$ cat config.mk
export PLATFORM = sky130hd
export DESIGN_NAME = digital_lock_multi_flat
export DESIGN_NICKNAME = d
export VERILOG_FILES = /design/src/rtl/dlock_pkg.sv /design/src/rtl/digital_lock_multi_if.sv /design/src/rtl/dlock_btn_edge.sv /design/src/rtl/digital_lock_multi.sv /design/src/flat_wrapper.sv
export SDC_FILE = /design/constraint.sdc
export NUM_CORES = 1
export LEC_CHECK = 0
export ABC_AREA = 1
export CORE_UTILIZATION = 54
export CTS_BUF_LIST = sky130_fd_sc_hd__clkbuf_8
export CTS_CLUSTER_SIZE = 24
export DETAILED_ROUTE_END_ITERATION = 16
export PLACE_DENSITY = 0.78
export SYNTH_ARGS = -nofsm -noshare
export SYNTH_HDL_FRONTEND = slang
export SYNTH_SLANG_ARGS = --single-unit
$ cat constraint.sdc
create_clock -name clk -period 1.7 [get_ports clk]
set_input_delay 0.34 -clock clk [delete_from_list [all_inputs] [get_ports clk]]
set_output_delay 0.34 -clock clk [all_outputs]
set_load 0.02 [all_outputs]
$ cat src/rtl/dlock_pkg.sv
// -----------------------------------------------------------------------------
// dlock_pkg
// Shared types and constants for the multi-digit digital lock.
//   STATE_W : width of the display-ready state code
//   state_e : lock states, encoded with the values shown on the 7-segment
//             display (0=LOCKED, 1=OPEN, 2=CHANGE, 3=LOCKOUT)
// -----------------------------------------------------------------------------
package dlock_pkg;

    localparam int STATE_W = 4;

    typedef enum logic [STATE_W-1:0] {
        ST_LOCKED  = 4'd0,
        ST_OPEN    = 4'd1,
        ST_CHANGE  = 4'd2,
        ST_LOCKOUT = 4'd3
    } state_e;

endpackage : dlock_pkg

$ cat src/rtl/digital_lock_multi_if.sv
// -----------------------------------------------------------------------------
// digital_lock_multi_if
// Groups the switch/button inputs and the display-facing outputs of the lock.
//   pwd         : digit value from the switches
//   btn_enter   : level, rising edge commits pwd as the next digit
//   btn_open    : level, rising edge evaluates the entered code
//   btn_close   : level, rising edge closes or aborts
//   btn_change  : level, rising edge starts or commits a code change
//   state_code  : 0=LOCKED 1=OPEN 2=CHANGE 3=LOCKOUT
//   unlocked    : high in OPEN and CHANGE
//   lockout     : high in LOCKOUT
//   digit_cnt   : digits currently buffered
//   tries_left  : failed opens remaining before lockout
// Modports: master drives the inputs (board / bench), slave is the lock core.
// -----------------------------------------------------------------------------
interface digital_lock_multi_if #(
    parameter int DIGIT_W    = 4,
    parameter int NUM_DIGITS = 4,
    parameter int MAX_TRIES  = 3
);
    import dlock_pkg::*;

    logic [DIGIT_W-1:0]                  pwd;
    logic                                btn_enter;
    logic                                btn_open;
    logic                                btn_close;
    logic                                btn_change;
    logic [STATE_W-1:0]                  state_code;
    logic                                unlocked;
    logic                                lockout;
    logic [$clog2(NUM_DIGITS+1)-1:0]     digit_cnt;
    logic [$clog2(MAX_TRIES+1)-1:0]      tries_left;

    modport master (
        output pwd, btn_enter, btn_open, btn_close, btn_change,
        input  state_code, unlocked, lockout, digit_cnt, tries_left
    );

    modport slave (
        input  pwd, btn_enter, btn_open, btn_close, btn_change,
        output state_code, unlocked, lockout, digit_cnt, tries_left
    );

endinterface : digital_lock_multi_if

$ cat src/rtl/dlock_btn_edge.sv
// -----------------------------------------------------------------------------
// dlock_btn_edge
// One-bit rising-edge detector with a registered event output.
//   clk, rst_n : clock, asynchronous active-low reset
//   btn        : level input
//   evt        : one-cycle pulse, registered, one clk after btn rises
// The history flop resets to 1 so a button held through reset release is
// treated as already seen and does not produce an event.
// -----------------------------------------------------------------------------
module dlock_btn_edge (
    input  logic clk,
    input  logic rst_n,
    input  logic btn,
    output logic evt
);

    logic btn_q;
    logic evt_q;
    logic evt_d;

    always_comb begin
        evt_d = btn & ~btn_q;
    end

    // NOTE: sequential state uses non-blocking assignments so every flop
    // samples the pre-edge values, independent of statement order.
    always_ff @(posedge clk or negedge rst_n) begin
        if (!rst_n) begin
            btn_q <= 1'b1;
            evt_q <= 1'b0;
        end else begin
            btn_q <= btn;
            evt_q <= evt_d;
        end
    end

    assign evt = evt_q;

endmodule : dlock_btn_edge

$ cat src/rtl/digital_lock_multi.sv
// -----------------------------------------------------------------------------
// digital_lock_multi
// Multi-digit code lock with optional failed-attempt lockout.
//   clk, rst_n : clock, asynchronous active-low reset
//   bus        : digital_lock_multi_if.slave (switches, buttons, status)
// Digits are shifted into a buffer on btn_enter; btn_open compares the full
// buffer with the stored code; btn_change/btn_close manage code changes.
// Button events act two clk edges after the button rises; all outputs are
// registered. Per-cycle event priority: close > change > open > enter.
// Configuration macro: DLOCK_LOCKOUT_EN
//   defined   : failed opens count down tries_left; reaching 0 enters LOCKOUT
//               for LOCKOUT_CYCLES cycles, ignoring all buttons.
//   undefined : no LOCKOUT state or timer; tries_left is constant MAX_TRIES.
// -----------------------------------------------------------------------------
module digital_lock_multi
    import dlock_pkg::*;
#(
    parameter int                             DIGIT_W        = 4,
    parameter int                             NUM_DIGITS     = 4,
    parameter logic [NUM_DIGITS*DIGIT_W-1:0]  RESET_CODE     = '0,
    parameter int                             MAX_TRIES      = 3,
    parameter int                             LOCKOUT_CYCLES = 100_000_000
) (
    input  logic                  clk,
    input  logic                  rst_n,
    digital_lock_multi_if.slave   bus
);

    localparam int CODE_W = NUM_DIGITS * DIGIT_W;
    localparam int CNT_W  = $clog2(NUM_DIGITS + 1);
    localparam int TRY_W  = $clog2(MAX_TRIES + 1);

    logic ev_enter, ev_open, ev_close, ev_change;

    dlock_btn_edge u_edge_enter  (.clk(clk), .rst_n(rst_n), .btn(bus.btn_enter),  .evt(ev_enter));
    dlock_btn_edge u_edge_open   (.clk(clk), .rst_n(rst_n), .btn(bus.btn_open),   .evt(ev_open));
    dlock_btn_edge u_edge_close  (.clk(clk), .rst_n(rst_n), .btn(bus.btn_close),  .evt(ev_close));
    dlock_btn_edge u_edge_change (.clk(clk), .rst_n(rst_n), .btn(bus.btn_change), .evt(ev_change));

    state_e              state_q, state_d;
    logic [CODE_W-1:0]   code_q,  code_d;
    logic [CODE_W-1:0]   buf_q,   buf_d;
    logic [CNT_W-1:0]    cnt_q,   cnt_d;
    logic                unlocked_q;
    logic                full;
    logic                clear_buf;
    logic [CODE_W-1:0]   shifted;

`ifdef DLOCK_LOCKOUT_EN
    localparam int TIMER_W = $clog2(LOCKOUT_CYCLES + 1);

    logic [TRY_W-1:0]    tries_q, tries_d;
    logic [TIMER_W-1:0]  timer_q, timer_d;
    logic                lockout_q;
`endif

    assign full    = (cnt_q == CNT_W'(NUM_DIGITS));
    assign shifted = (buf_q << DIGIT_W) | CODE_W'(bus.pwd);

    // NOTE: every variable driven here gets a default first, so no path
    // leaves one unassigned and no latch is inferred.
    always_comb begin
        state_d   = state_q;
        code_d    = code_q;
        buf_d     = buf_q;
        cnt_d     = cnt_q;
        clear_buf = 1'b0;
`ifdef DLOCK_LOCKOUT_EN
        tries_d   = tries_q;
        timer_d   = timer_q;
`endif

        case (state_q)
            ST_LOCKED: begin
                if (ev_close) begin
                    clear_buf = 1'b1;
                end else if (ev_change) begin
                    // change has no meaning while locked; event is consumed
                    clear_buf = 1'b0;
                end else if (ev_open) begin
                    clear_buf = 1'b1;
                    if (full && (buf_q == code_q)) begin
                        state_d = ST_OPEN;
`ifdef DLOCK_LOCKOUT_EN
                        tries_d = TRY_W'(MAX_TRIES);
`endif
                    end else begin
`ifdef DLOCK_LOCKOUT_EN
                        if (tries_q <= TRY_W'(1)) begin
                            tries_d = '0;
                            timer_d = TIMER_W'(LOCKOUT_CYCLES - 1);
                            state_d = ST_LOCKOUT;
                        end else begin
                            tries_d = tries_q - TRY_W'(1);
                        end
`endif
                    end
                end else if (ev_enter && !full) begin
                    buf_d = shifted;
                    cnt_d = cnt_q + CNT_W'(1);
                end
            end

            ST_OPEN: begin
                if (ev_close) begin
                    state_d   = ST_LOCKED;
                    clear_buf = 1'b1;
                end else if (ev_change) begin
                    state_d   = ST_CHANGE;
                    clear_buf = 1'b1;
                end
            end

            ST_CHANGE: begin
                if (ev_close) begin
                    state_d   = ST_OPEN;
                    clear_buf = 1'b1;
                end else if (ev_change) begin
                    // a short code is not committed; keep collecting digits
                    if (full) begin
                        code_d    = buf_q;
                        state_d   = ST_OPEN;
                        clear_buf = 1'b1;
                    end
                end else if (ev_open) begin
                    // open outranks enter, so a simultaneous enter is dropped
                    clear_buf = 1'b0;
                end else if (ev_enter && !full) begin
                    buf_d = shifted;
                    cnt_d = cnt_q + CNT_W'(1);
                end
            end

`ifdef DLOCK_LOCKOUT_EN
            ST_LOCKOUT: begin
                // timer loads N-1 on entry, so the state lasts exactly N cycles
                if (timer_q == '0) begin
                    state_d   = ST_LOCKED;
                    tries_d   = TRY_W'(MAX_TRIES);
                    clear_buf = 1'b1;
                end else begin
                    timer_d = timer_q - TIMER_W'(1);
                end
            end
`endif

            default: begin
                state_d   = ST_LOCKED;
                clear_buf = 1'b1;
            end
        endcase

        if (clear_buf) begin
            buf_d = '0;
            cnt_d = '0;
        end
    end

    always_ff @(posedge clk or negedge rst_n) begin
        if (!rst_n) begin
            state_q    <= ST_LOCKED;
            code_q     <= RESET_CODE;
            buf_q      <= '0;
            cnt_q      <= '0;
            unlocked_q <= 1'b0;
        end else begin
            state_q    <= state_d;
            code_q     <= code_d;
            buf_q      <= buf_d;
            cnt_q      <= cnt_d;
            unlocked_q <= (state_d == ST_OPEN) || (state_d == ST_CHANGE);
        end
    end

`ifdef DLOCK_LOCKOUT_EN
    always_ff @(posedge clk or negedge rst_n) begin
        if (!rst_n) begin
            tries_q   <= TRY_W'(MAX_TRIES);
            timer_q   <= '0;
            lockout_q <= 1'b0;
        end else begin
            tries_q   <= tries_d;
            timer_q   <= timer_d;
            lockout_q <= (state_d == ST_LOCKOUT);
        end
    end

    assign bus.tries_left = tries_q;
    assign bus.lockout    = lockout_q;
`else
    assign bus.tries_left = TRY_W'(MAX_TRIES);
    assign bus.lockout    = 1'b0;
`endif

    assign bus.state_code = state_q;
    assign bus.unlocked   = unlocked_q;
    assign bus.digit_cnt  = cnt_q;

endmodule : digital_lock_multi

$ cat src/flat_wrapper.sv
// flat-port wrapper written by rule: the top's interface ports become plain ports
module digital_lock_multi_flat import dlock_pkg::*;
#(
    parameter int                             DIGIT_W        = 4,
    parameter int                             NUM_DIGITS     = 4,
    parameter logic [NUM_DIGITS*DIGIT_W-1:0]  RESET_CODE     = '0,
    parameter int                             MAX_TRIES      = 3,
    parameter int                             LOCKOUT_CYCLES = 100_000_000
)
  (clk, rst_n, bus_pwd, bus_btn_enter, bus_btn_open, bus_btn_close, bus_btn_change, bus_state_code, bus_unlocked, bus_lockout, bus_digit_cnt, bus_tries_left);
  digital_lock_multi_if #(.DIGIT_W(DIGIT_W), .NUM_DIGITS(NUM_DIGITS), .MAX_TRIES(MAX_TRIES)) bus_i ();
  input  logic clk;
  input  logic rst_n;
  input wire logic [$bits(bus_i.pwd)-1:0] bus_pwd;
  input wire logic [$bits(bus_i.btn_enter)-1:0] bus_btn_enter;
  input wire logic [$bits(bus_i.btn_open)-1:0] bus_btn_open;
  input wire logic [$bits(bus_i.btn_close)-1:0] bus_btn_close;
  input wire logic [$bits(bus_i.btn_change)-1:0] bus_btn_change;
  output wire logic [$bits(bus_i.state_code)-1:0] bus_state_code;
  output wire logic [$bits(bus_i.unlocked)-1:0] bus_unlocked;
  output wire logic [$bits(bus_i.lockout)-1:0] bus_lockout;
  output wire logic [$bits(bus_i.digit_cnt)-1:0] bus_digit_cnt;
  output wire logic [$bits(bus_i.tries_left)-1:0] bus_tries_left;
  assign bus_i.pwd = bus_pwd;
  assign bus_i.btn_enter = bus_btn_enter;
  assign bus_i.btn_open = bus_btn_open;
  assign bus_i.btn_close = bus_btn_close;
  assign bus_i.btn_change = bus_btn_change;
  assign bus_state_code = bus_i.state_code;
  assign bus_unlocked = bus_i.unlocked;
  assign bus_lockout = bus_i.lockout;
  assign bus_digit_cnt = bus_i.digit_cnt;
  assign bus_tries_left = bus_i.tries_left;
  digital_lock_multi #(.DIGIT_W(DIGIT_W), .NUM_DIGITS(NUM_DIGITS), .RESET_CODE(RESET_CODE), .MAX_TRIES(MAX_TRIES), .LOCKOUT_CYCLES(LOCKOUT_CYCLES)) u_core (.clk(clk), .rst_n(rst_n), .bus(bus_i));
endmodule
==> results.md, run 1 <==
Placement:
- The pre-CTS worst setup slack is 0.0113 ns.
- The wire-length estimate of the detail-placed layout is 2770 um.
- The weighted congestion at the end of routability-driven global placement is 0.880.
- The total cell area at the placement stage is 2590 um^2.
- The number of port buffers is 17.

Worst setup path:
- The cell at the slowest stage of the critical path is dfrtp_2.
- The signal on the critical path passes through inv_2 > ha_4 > nand2_4 > nor2_4 > nand4_4 > or2_4 > clkbuf_16 > nand2_2 > o21ai_2.
- The worst setup path is launched from a flip-flop.
- The maximum fanout encountered on the critical timing path is 8.
- On the worst path, the slowest cell contributes a delay of 0.42 ns.
- STA puts the critical path data required time at 1.89 ns.
- The arrival time at the worst endpoint is 1.87 ns.
- The category of the critical setup timing path is flip-flop to flip-flop.
- The type of destination of the critical path is a flip-flop.

Drt:
- The detail route stage leaves a number of antenna-violating nets equal to 0.
- The final route contains 1726 vias.
- In the final routed layout, each cell accounts on average for 12.7 um.
- The post-detailed-routing wire length is 4490 um.
- The residual DRC count is 0.
- The detailed-router iteration count before antenna repair is 4.
- After detailed routing, the number of vias per cell comes to 4.88.
- For this block, the initial DRC count from the detailed router was 95.

Die:
- The starting utilization of the core area is 57.9%.
- The die covers 4710 um^2.
- The initialized floorplan defines 23 standard-cell rows.
- From bottom edge to top edge, the die measures 68.7 um.
- The chip width is 68.7 um.
- The floorplan step defined a core boundary enclosing 4140 um^2.
- The boundary pin count is 21.

Global route:
- The first global-routing pass estimated 6910 um of wire.
- Summed over all layers, the global routing overflow is 0.
- The number of antenna violations at the first check in global routing is 0.
- The via count of the first global-routing pass is 1574.
- The pin count of the biggest net entering global routing is 34.
- Global routing used 20.4% of the available tracks across all layers.

Clock network:
- The latest clock arrival within the worst-skew pair is 0.30 ns.
- The clock root buffer is clkbuf_8.
- The number of buffers created by CTS is 5.
- The maximum level of the CTS H-tree is 2.
- The clock passes through at most 2 buffers.
- After clock tree synthesis, the clock-pin slew on the worst setup and hold paths is 0.08 ns.
- Counting every sink on the clock net gives 48.
- TritonCTS built the clock tree.

STA:
- After layout, the minimum clock period comes to 1.68 ns.
- The clock arrives with 0.00818 ns of skew.
- The number of hold-slack violations in the final timing report is 0.
- The maximum achievable frequency is 595 MHz.
- The final critical-path setup slack is 0.0190 ns.
- The number of failing setup endpoints in the final timing report is 0.
- Of the available clock period, the critical path in the final layout requires 98.9%.
- Setup repair after global routing could not meet its margin everywhere.
- The max-slew violation total from the final report is 0.

Final layout:
- The share of layout cells above drive strength 1 is 21.4%.
- The post-route cell area is 2820 um^2.
- The final layout net count is 315.
- The area growth from synthesis to layout is 17.6%.
- The count of inserted antenna diode cells is 0.

Logic synthesis:
- The library cell with the highest instance count after synthesis is nand2_1.
- The synthesized design contains 0 enable-type register cells.
- Dividing the synthesized area by the synthesized cell count gives 8.69 um^2.
- The number of different library cells used by synthesis comes to 27.
- In the synthesized netlist the dominant register cell turns out to be dfrtp_1.
- For this run, asynchronously set or reset flops after synthesis account for 100%.
- The fraction of the yosys area taken by sequential cells is 50.3%.
- For this run, the number of Yosys warnings is 0.
- The commonest cells after synthesis are 53 x nand2_1, 52 x nor2_1, 44 x dfrtp_1.
- The post-synthesis instance area is 2400 um^2.
- The total of flip-flops plus latches after synthesis is 48.
- The area share of the largest cell type after synthesis is 45.9%.
- Sorting the synthesized cells by area gives the leading types as dfrtp_1 46%, nand2_1 8.3%, nor2_1 8.1%, inv_1 5.9%, o21ai_2 5.8%.
- The cell count after synthesis is 276.
- The leading area contributor after synthesis is dfrtp_1.

Pwr:
- The analysis attributes to cell leakage a power of 0.00129 uW.
- The peak supply drop is 0.479 mV.
- Power spread over the standard cell area amounts to 688 nW/um^2.

Run status:
- The flow ran to the end, and the final reports show no timing, DRC or antenna violations.

Min path:
- The path class of the lowest-slack min-delay path is input pin to flip-flop.

Run:
- The tool flagged a number of max-cap violations equal to 0.
path summary, 6_finish.rpt:
check | startpoint | slack [ns] | cells past startpoint | endpoint
max in group asynchronous | rst_n | 0.72 | 3 | u_core.bus.state_code[1]
worst min-delay path | bus_btn_close | 0.47 | 1 | u_core.u_edge_close.btn_q
worst max-delay path | u_core.bus.digit_cnt[1] | 0.02 | 9 | u_core.code_q[11]
worst max register to register | u_core.bus.digit_cnt[1] | 0.02 | 9 | u_core.code_q[11]
min in group asynchronous | rst_n | 0.49 | 2 | u_core.buf_q[0]
worst min register to register | u_core.u_edge_change.btn_q | 0.48 | 1 | u_core.u_edge_change.evt
worst max-delay path, delay by kind of cell (launching register included):
family / cells / cell delay, ns
DFF: 1 / 0.42
AOI/OAI and AO/OA: 1 / 0.05
adders and majority gates: 1 / 0.15
buffers and inverters: 2 / 0.27
and+or+nand+nor: 5 / 0.68
cell usage in the layout (no fill, tap or decap), drive strengths merged:
cell type,synthesis,routed
xnor2,4,4
or2,1,1
clkdlybuf4s50,0,11
nand3,7,7
conb,2,5
dlygate4sd3,0,1
o21ai,18,18
nor2,56,56
dlymetal6s2s,0,2
ha,2,2
inv,39,41
dfstp,4,4
clkbuf,0,8
dlygate4sd2,0,3
buf,11,9
a21oi,19,19
nand2,63,63
xor2,2,2
dfrtp,44,44
nand4,4,4
layout make-up:
type | instances | area (um^2)
fillers | 331 | 1320
flip-flops and latches | 48 | 1210
multi-input cells | 181 | 986
repair buffers | 28 | 328
inverters | 39 | 146
clock buffers | 6 | 82.6
well taps | 50 | 62.6
clock inverters | 2 | 7.51
per-layer routing:
layer | part of all wire [%] | track usage (%)
met1 | 45 | 25.7
met2 | 49 | 33.5
met3 | 3.1 | 5.59
met4 | 2.4 | 7.03
met5 | 0 | 0
through the flow:
step / power [uW] / hold slack (ns) / util (%) / setup TNS (ns) / std cells
3_3_place_gp: 1290 / 0.274 / 62.6 / 0 / 339
2_1_floorplan: 1240 / 0.0444 / - / 0 / 279
6_report: 1940 / 0.470 / 68.1 / 0 / 354
5_1_grt: 2030 / 0.460 / 68.1 / -0.353 / 354
3_5_place_dp: 1290 / 0.281 / 62.6 / 0 / 339
4_1_cts: 1960 / 0.463 / 65.2 / 0 / 349
state kept, by name (all words and copies together), names as in the netlist:
| register | count |
|---|---|
| u_core.bus.digit_cnt | 3 |
| u_core.u_edge_change.btn_q | 1 |
| u_core.u_edge_open.btn_q | 1 |
| u_core.u_edge_change.evt | 1 |
| u_core.u_edge_enter.btn_q | 1 |
| u_core.u_edge_open.evt | 1 |
| u_core.buf_q | 16 |
| u_core.bus.unlocked | 1 |
| u_core.u_edge_close.btn_q | 1 |
| u_core.u_edge_enter.evt | 1 |
| u_core.u_edge_close.evt | 1 |
| u_core.bus.state_code | 4 |
| u_core.code_q | 16 |
what timing repair did:
action / CTS / global route
resized for setup: 4 / 12
cloned: 0 / 3
buffers inserted: 1 / 2
setup endpoints to repair: 6 / 31
hold endpoints to repair: 11 / 0
hold buffers: 1 / 0
pin swaps: 1 / 3
cells by family (layout without fill, tap and decap cells):
family,count (synthesis),count (layout),share of synthesized area [%]
AOI/OAI and AO/OA,37,37,10.4
xor gates and xnor gates,6,6,2.19
adders and majority gates,2,2,1.04
buffers and inverters,50,75,10.9
DFF,48,48,50.3
other,2,5,0.313
and+or+nand+nor,131,131,24.9
power breakdown:
group          internal (uW)  total, uW  switching (uW)  leakage [uW]
logic                   40.8        107            66.7      0.000595
clock network            320        668             348     0.0000538
registers               1160       1160            7.90      0.000645
Power figures use the tool's default switching activity.
==> run 2: changes to the inputs <==
CAP_MARGIN = 40   (was unset)
CORE_UTILIZATION = 53   (was 54)
PLACE_DENSITY = 0.77   (was 0.78)
==> results.md, run 2 (same netlist as run 1, synthesis figures left out) <==
Final layout:
- The count of inserted antenna diode cells is 0.
- The net count of the finished layout is 316.
- The post-route cell area is 2840 um^2.
- In the layout the commonest cells are 52 x nor2_1, 51 x nand2_1, 42 x dfrtp_1, 37 x inv_1, 18 x a21oi_1.
- The number of filler instances in the final layout is 336.
- Cells with a size suffix above 1 make up 22.3% of the layout.
- For this run, the number of standard cells in the final layout without fillers is 357.
- The most common cell after layout, fill and taps aside is nor2_1.
- Relative to the synthesized area, the layout overhead comes to 18.1%.

Worst setup path:
- The arrival time at the worst endpoint is 1.88 ns.
- The critical path starts at u_core.bus.digit_cnt[0].
- Of all nets on the critical path, the largest fanout is 8.
- The type of destination of the critical path is a flip-flop.
- The setup path with the least slack is of type flip-flop to flip-flop.
- The data required time of the worst path is 1.91 ns.
- The type of origin of the critical path is a flip-flop.
- The origin of the critical flop-to-flop path is u_core.bus.digit_cnt[0].

Placement:
- Input and output buffers added on the ports amount to 17.
- The detailed placement HPWL is 2710 um.
- At the end of routability-driven placement, the weighted congestion stood at 0.873.
- The pre-CTS worst setup slack is -0.0220 ns.
- The post-placement cell count is 341.
- The placed instances occupy a cell area of 2600 um^2.

Drt:
- The detailed-router iteration count before antenna repair is 4.
- The average wire length per cell after detail routing is 12.5 um.
- After detailed routing, the number of remaining DRC violations is 0.
- The number of DRC violations after detailed-routing iteration 0 is 118.
- The via count of the routed design is 1753.
- The count of nets left with antenna violations once routing finished came out at 0.
- The post-detailed-routing wire length is 4460 um.
- The number of vias per cell is 4.91.

Pwr:
- For this design the ratio of total power to cell area is 735 nW/um^2.
- Of the total power, combinational logic draws 5.3%.
- The peak supply drop is 0.434 mV.
- In this run the static leakage power is 0.00130 uW.
- Net switching is 21.7% of the power.
- The internal portion of the total power is 1630 uW.
- In this run the power spent charging and discharging nets is 451 uW.
- The sequential group share of total power is 55.9%.
- The clock network accounts for 38.8% of the total power.

STA:
- The minimum clock period after layout is 1.68 ns.
- Of the available clock period, the critical path in the final layout requires 98.7%.
- The number of failing setup endpoints in the final timing report is 0.
- The number of hold-slack violations in the final timing report was 0.
- The max-slew violation total from the final report is 0.
- The final critical-path setup slack is 0.0228 ns.
- Setup repair after global routing could not meet its margin everywhere.
- On the final layout, the worst hold slack is 0.0000883 ns.
- Timing would allow up to 596 MHz.
- The worst-case clock skew is 0.00886 ns.

Clock network:
- No sink is reached through more buffers than the 2 on the longest clock path.
- The sink count of the clock tree is 48.
- The register clock-pin slew on the reported worst setup and hold paths is 0.09 ns.
- The TritonCTS clock tree is done.
- The maximum level of the CTS H-tree is 2.
- In this run the clock root is driven by a clkbuf_8.
- The number of buffers added to fix hold violations after cts is 0.
- At the later pin of the worst-skew pair, clock insertion delay measures 0.31 ns.
- The number of buffers created by CTS is 5.

Run status:
- The flow ran to the end, and the final reports show no timing, DRC or antenna violations.

Min path:
- The path class of the tightest hold or removal check is input pin to asynchronous set/reset pin.

Die:
- The placeable core area is 4350 um^2.
- The number of standard-cell rows in the floorplan is 24.
- The die covers 4800 um^2.
- The initial utilization of the core area, before any placement, comes to 55.1%.
- The vertical die dimension is 69.3 um.
- The floorplan step set the die width to 69.3 um.
- The boundary pin count is 21.

Global route:
- The number of antenna violations at the first check in global routing came to 0.
- Global routing finished with a remaining overflow of 0.
- The wire length of the first global-routing pass is 7460 um.
- The pin count of the biggest net entering global routing is 49.
- Global routing used 20.0% of the available tracks.
- The via count of the first global-routing pass came to 1686.

Run:
- The max-capacitance violation count is 0.
==> run 2: worst max-delay path, stage by stage, from the launching register on <==
cell       delay, ns
dfrtp_2         0.43
inv_2           0.09
ha_4            0.15
nand2_4         0.06
nor2_4          0.15
nand4_4         0.09
or2_4           0.31
clkbuf_16       0.19
nand2_1         0.07
o21ai_2         0.05
==> run 2: metal layers <==
layer / wire length [um] / part of all wire, % / vias up / track usage (%)
met2: 2240 / 50 / 39 / 32.4
met1: 1940 / 44 / 814 / 24.7
li1: - / - / 891 / -
met5: 0 / 0 / - / 0
met4: 124 / 2.8 / 0 / 9.30
met3: 155 / 3.5 / 9 / 5.67
==> run 2: what timing repair did <==
action	4_1_cts	5_1_grt
resized for setup	8	5
buffers inserted	2	4
cloned	1	1
pin swaps	0	4
endpoints found under the setup margin	19	19
==> run 2: worst paths after layout <==
path / end / slack, ns / cells past startpoint
min in group clk: u_core.u_edge_enter.btn_q / 0.46 / 1
setup reg to reg: u_core.code_q[2] / 0.02 / 9
max in group asynchronous: u_core.u_edge_enter.btn_q / 1.43 / 2
hold reg to reg: u_core.u_edge_open.evt / 0.49 / 1
setup / recovery: u_core.code_q[2] / 0.02 / 9
hold / removal: u_core.bus.state_code[2] / 0.00009 / 2
==> run 2: metrics by stage <==
stage               TNS, ns  utilization, %  power, uW
floorplan                 0               -       1240
finish                    0            65.1       2080
global route         -0.132            65.1       2160
global placement          0            59.6       1290
detailed placement  -0.0809            59.6       1290
CTS                       0            63.3       2100
==> run 2: area by class of cell <==
| class | instances | area, um^2 | area share (%) |
|---|---|---|---|
| Sequential cell | 48 | 1210 | 42.6 |
| Multi-Input combinational cell | 181 | 968 | 34.2 |
| Timing Repair Buffer | 29 | 339 | 12.0 |
| Inverter | 39 | 146 | 5.16 |
| Clock buffer | 5 | 68.8 | 2.43 |
| Tap cell | 52 | 65.1 | 2.29 |
| Clock inverter | 3 | 38.8 | 1.37 |
==> run 2: power by group through the flow <==
stage,clock [uW],sequential (uW),combinational [uW]
6_report,807,1170,111
5_1_grt,872,1170,123
4_1_cts,830,1170,107
3_5_place_dp,0,1190,106
3_3_place_gp,0,1190,106
2_1_floorplan,0,1190,46.9
